===== src/rtl/verificador_pkg.sv =====
// rtl/verificador_pkg.sv - shared state encoding and defaults for the verificador_n checker
package verificador_pkg;

  typedef enum logic {
    ST_SETTLE = 1'b0,
    ST_CHECK  = 1'b1
  } state_e;

  localparam int LAT_MAX   = 7;
  localparam int WIDTH_DEF = 32;
  localparam int CNT_W_DEF = 16;

  // Delay depths above LAT_MAX are clamped so the chain and the settle count agree.
  function automatic int lat_clamp(input int lat);
    return (lat > LAT_MAX) ? LAT_MAX : lat;
  endfunction

endpackage


===== src/rtl/verif_delay_line.sv =====
// rtl/verif_delay_line.sv - EN-gated register chain that aligns Qc to Qe; LAT = 0 is a wire
module verif_delay_line
  import verificador_pkg::*;
#(
  parameter int WIDTH = WIDTH_DEF,
  parameter int LAT   = 2
) (
  input  logic             CLK,
  input  logic             RESET_L,
  input  logic             EN,
  input  logic [WIDTH-1:0] D,
  output logic [WIDTH-1:0] Q
);

  localparam int DEPTH = lat_clamp(LAT);

  generate
    if (DEPTH == 0) begin : g_bypass
      assign Q = D;
    end else begin : g_chain
      logic [WIDTH-1:0] pipe_q [DEPTH];
      logic [WIDTH-1:0] pipe_d [DEPTH];

      always_comb begin
        pipe_d = pipe_q;
        if (EN) begin
          pipe_d[0] = D;
          for (int i = 1; i < DEPTH; i++) pipe_d[i] = pipe_q[i-1];
        end
      end

      always_ff @(posedge CLK) begin
        if (!RESET_L) begin
          for (int i = 0; i < DEPTH; i++) pipe_q[i] <= '0;
        end else begin
          pipe_q <= pipe_d;
        end
      end

      assign Q = pipe_q[DEPTH-1];
    end
  endgenerate

endmodule


===== src/rtl/verificador_n.sv =====
// rtl/verificador_n.sv - cycle-aligned Qe/Qc equivalence checker with sticky alert and error count
// Optional first-mismatch capture ports: VERIFICADOR_N_CAPTURE_EN
module verificador_n
  import verificador_pkg::*;
#(
  parameter int WIDTH  = WIDTH_DEF,
  parameter int LAT    = 2,
  parameter int SETTLE = 1,
  parameter int CNT_W  = CNT_W_DEF
) (
  input  logic             CLK,
  input  logic             RESET_L,
  input  logic             EN,
  input  logic             CLEAR,
  input  logic [WIDTH-1:0] Qe,
  input  logic [WIDTH-1:0] Qc,
  output logic             ALERTA,
  output logic             ALERTA_STICKY,
  output logic             CHECKING,
  output logic [CNT_W-1:0] ERR_CNT
`ifdef VERIFICADOR_N_CAPTURE_EN
  ,
  output logic [CNT_W-1:0] FIRST_CYC,
  output logic [WIDTH-1:0] FIRST_MASK
`endif
);

  localparam int          LAT_EFF    = lat_clamp(LAT);
  localparam logic [31:0] SETTLE_TOT = 32'(SETTLE + LAT_EFF);
  localparam logic [CNT_W-1:0] CNT_MAX = '1;

  state_e           state_q, state_d;
  logic [31:0]      scnt_q, scnt_d;
  logic             alerta_q, alerta_d;
  logic             sticky_q, sticky_d;
  logic [CNT_W-1:0] err_q, err_d;
  logic [CNT_W-1:0] cyc_q, cyc_d;
`ifdef VERIFICADOR_N_CAPTURE_EN
  logic [CNT_W-1:0] first_cyc_q, first_cyc_d;
  logic [WIDTH-1:0] first_mask_q, first_mask_d;
`endif

  logic [WIDTH-1:0] qc_dly;
  logic             mism;
  logic             check_edge;

  verif_delay_line #(.WIDTH(WIDTH), .LAT(LAT_EFF)) u_dly (
    .CLK     (CLK),
    .RESET_L (RESET_L),
    .EN      (EN),
    .D       (Qc),
    .Q       (qc_dly)
  );

  always_comb begin
    // 4-state compare: differing X/Z bits count as a mismatch.
    mism       = (Qe !== qc_dly);
    check_edge = (state_q == ST_CHECK) && EN;
    state_d    = state_q;
    scnt_d     = scnt_q;
    alerta_d   = check_edge && mism;
    sticky_d   = sticky_q;
    err_d      = err_q;
    cyc_d      = cyc_q;
`ifdef VERIFICADOR_N_CAPTURE_EN
    first_cyc_d  = first_cyc_q;
    first_mask_d = first_mask_q;
`endif

    if (state_q == ST_SETTLE) begin
      if (SETTLE_TOT == 32'd0) begin
        state_d = ST_CHECK;
      end else if (EN) begin
        scnt_d = scnt_q + 32'd1;
        if (scnt_d == SETTLE_TOT) state_d = ST_CHECK;
      end
    end

    if (check_edge) begin
      if (cyc_q != CNT_MAX) cyc_d = cyc_q + 1'b1;
      if (mism) begin
`ifdef VERIFICADOR_N_CAPTURE_EN
        if (!sticky_q) begin
          first_cyc_d  = cyc_q;
          first_mask_d = Qe ^ qc_dly;
        end
`endif
        sticky_d = 1'b1;
        if (err_q != CNT_MAX) err_d = err_q + 1'b1;
      end
    end

    if (CLEAR) begin
      sticky_d = 1'b0;
      err_d    = '0;
      cyc_d    = '0;
`ifdef VERIFICADOR_N_CAPTURE_EN
      first_cyc_d  = '0;
      first_mask_d = '0;
`endif
    end
  end

  always_ff @(posedge CLK) begin
    if (!RESET_L) begin
      state_q  <= ST_SETTLE;
      scnt_q   <= '0;
      alerta_q <= 1'b0;
      sticky_q <= 1'b0;
      err_q    <= '0;
      cyc_q    <= '0;
`ifdef VERIFICADOR_N_CAPTURE_EN
      first_cyc_q  <= '0;
      first_mask_q <= '0;
`endif
    end else begin
      state_q  <= state_d;
      scnt_q   <= scnt_d;
      alerta_q <= alerta_d;
      sticky_q <= sticky_d;
      err_q    <= err_d;
      cyc_q    <= cyc_d;
`ifdef VERIFICADOR_N_CAPTURE_EN
      first_cyc_q  <= first_cyc_d;
      first_mask_q <= first_mask_d;
`endif
    end
  end

  assign ALERTA        = alerta_q;
  assign ALERTA_STICKY = sticky_q;
  assign CHECKING      = (state_q == ST_CHECK);
  assign ERR_CNT       = err_q;
`ifdef VERIFICADOR_N_CAPTURE_EN
  assign FIRST_CYC     = first_cyc_q;
  assign FIRST_MASK    = first_mask_q;
`endif

endmodule


===== config.mk =====
export PLATFORM = sky130hd
export DESIGN_NAME = verificador_n
export DESIGN_NICKNAME = d
export VERILOG_FILES = /design/src/rtl/verificador_pkg.sv /design/src/rtl/verif_delay_line.sv /design/src/rtl/verificador_n.sv
export SDC_FILE = /design/constraint.sdc
export NUM_CORES = 1
export LEC_CHECK = 0
export ABC_AREA = 1
export CAP_MARGIN = 20
export CORE_MARGIN = 2
export CORE_UTILIZATION = 55
export CTS_CLUSTER_DIAMETER = 30
export DETAILED_ROUTE_END_ITERATION = 10
export PLACE_DENSITY_LB_ADDON = 0.1
export SYNTH_ARGS = -nofsm -noshare
export SYNTH_HDL_FRONTEND = slang
export SYNTH_SLANG_ARGS = --single-unit

===== constraint.sdc =====
create_clock -name CLK -period 2.15 [get_ports CLK]
set_input_delay 0.43 -clock CLK [delete_from_list [all_inputs] [get_ports CLK]]
set_output_delay 0.43 -clock CLK [all_outputs]
set_load 0.005 [all_outputs]

==> metrics.txt <==
status completed; count of final setup violators 0; Total Routed Length 15.17 mm; die height 107.4 microns; Post-Syn Area 5877 sq um; clock buffer depth 2; worst hold stages 3; overall power 0.005908 W; family with the most delay on the worst path buffers and inverters; Critical Path, Cell by Cell clkdlybuf4s50_1; fin nets 1,037; Total GRT Usage 27.67%; grt ovf 0; area fraction of the dominant cell type after synthesis 39.17%; fmax 0.4974 GHz; htree depth 4; FF/Latch Area 2303 sq um; CTS tree yes; max_cap viols 0; clock skew 11.90 ps; Ys Warns 0; R2R cell count 11; crit path capture type output pin; dpl hpwl 10.26 mm; number of global-route vias before repair 5,591; Crit Path Class flop to output pin; Avg Cell Area, Syn 6.648 sq um; Pre-antenna DRT Iters 5; slowest library cell on the worst path clkdlybuf4s50_1; WL per Instance 13.61 microns; die area 11,530 sq um; Residual DRC 0; pwr dens 789.6 nW/um^2; crit share post-route 93.51%; ys flop type dfxtp_1; P_leak 3.114 nW; Async SR Flop Fraction 0%; Crit path largest cell delay 560 ps; filler instances 864; final hold violation count 0; Die X 107.4 microns; most common cell in the synthesized netlist nor2_1; Core ar. 10,370 sq um; EDFF count, synth 0; Yosys cell types 29; top cells by area, synth dfxtp_1, nor2_1, nand2_1, o21ai_0, xnor2_1; # diodes 0; flops & latches, synth 115; min Tclk post-route 2010 ps; Final ANT Viol Nets 0; area grow syn2layout 27.32%; Multi-input gate area 3126 sq um; # rows 37; Starting Density 56.67%; # IOs 87; Critical Path RT 1720 ps; maximum vdd drop 610.9 uV; worst rel slew slack 57.24%; sequential area share after synthesis 39.17%; CP Launch Type flop; initial DRC count 425; CTS Buf Count 17; Gate Count Post-Synth 884; Setup TNS 0 ps; port buffer count 86; routability cong. 0.9270; buffer and inverter count on the worst path 1; largest net degree at the start of global routing 65; routed vias/inst 5.259; Worst-path clk slew 60 ps; post-synthesis net count 955; Yosys top cell by area dfxtp_1; RSZ-0062 raised after global routing false; layout cells sized above 1 7.048%; first-pass GRT wire length 25.47 mm; Arr. time, crit path 1580 ps; CP Max Fanout 6; slew at the pin closest to its max-slew limit 641.4 ps; # clock sinks 115; Root Driver clkbuf_8; CP Depth 1; initial antenna violation count 0; fin. max-slew vios 0; routed via count 5,864; worst skew pair latency 530 ps; Hold Path Class input port to flop; synth cell count leaders nor2_1, nand2_1, dfxtp_1
sequential cells by signal, summed over array words and instances (netlist names):
signal / count
scnt_q: 32
u_dly.Q: 32
u_dly.g_chain.pipe_q: 32
ERR_CNT: 16
ALERTA: 1
ALERTA_STICKY: 1
CHECKING: 1
path summary, 6_finish.rpt:
check	startpoint	to	slack (ps)
setup / recovery	ERR_CNT[12]$_SDFFE_PP0P_	ERR_CNT[12]	140
hold / removal	EN	u_dly.g_chain.pipe_q[63]$_SDFFE_PN0P_	300
setup reg to reg	scnt_q[0]$_SDFFE_PN0P_	CHECKING$_SDFF_PN0_	160
hold reg to reg	ALERTA_STICKY$_SDFFE_PP0P_	ALERTA_STICKY$_SDFFE_PP0P_	450
worst reg2reg max path: cells and delay by family, from the launching register on:
kind / cells / cell delay, ps
AO/OA/AOI/OAI: 2 / 290
adder cells (fa/ha/maj): 1 / 220
flip-flops: 1 / 360
AND/OR/NAND/NOR: 8 / 1070
power breakdown:
part / internal [W] / switching (W) / leakage [nW]
Clock: 0.00193 / 0.00106 / 0.296
Sequential: 0.00225 / 0.0000931 / 0.949
Combinational: 0.000276 / 0.000296 / 1.87
Total: 0.00446 / 0.00145 / 3.11
per-layer routing:
metal,share of wire (%),vias up,track usage (%)
li1,-,2966,-
met4,2.3,0,11.72
met5,0,-,0
met2,49,208,47.29
met3,6.6,34,5.993
met1,43,2656,33.62
cells by family after synthesis:
group                    share of synthesized area [%]
AND/OR/NAND/NOR                                  32.72
AO/OA/AOI/OAI                                    12.69
buffers and inverters                            7.771
flip-flops                                       39.17
XOR/XNOR                                         7.004
adder cells (fa/ha/maj)                         0.6388
area by class of cell:
type                            instances  area share, %
Sequential cell                       115          30.79
Clock buffer                           19          5.769
Clock inverter                         13          2.609
Inverter                               84          4.214
Timing Repair Buffer                   98          12.58
Multi-Input combinational cell        650          41.77
Tap cell                              136          2.274
cell usage in the layout (no fill, tap or decap), drive strengths merged:
master         Yosys  routed
clkdlybuf4s50      0      84
clkinvlp           0       3
buf                5      14
inv               83      88
o211ai            10      10
nor2             219     219
xnor2             37      37
dfxtp            115     115
nand3             32      32
nand3b             1       1
clkinv             1       2
a21oi             36      36
nor3               7       7
ha                 3       3
bufinv             0       4
xor2              10      10
o21ai             92      92
nand4             17      17
nand2            182     182
o21bai             4       4
clkbuf            30      19
timing repair:
item,CTS,global route
setup endpoints to repair,0,1
buffers inserted,0,1
hold buffers,0,0
gates resized for setup,0,4
through the flow:
step                      hold WS [ps]  instances  setup WS (ps)  util, %  area (sq um)
final                            299.8       1115          139.6    72.15          7482
after floorplan                  446.6        884          442.4        -          5877
after detailed placement         442.9       1082         -62.41    65.95          6839
after global placement           439.5       1082         -38.83    65.95          6839
after global routing             338.5       1115          1.196    72.15          7482
after CTS                        293.5       1114          86.89    72.00          7466
(Power assumes the default switching activity.)
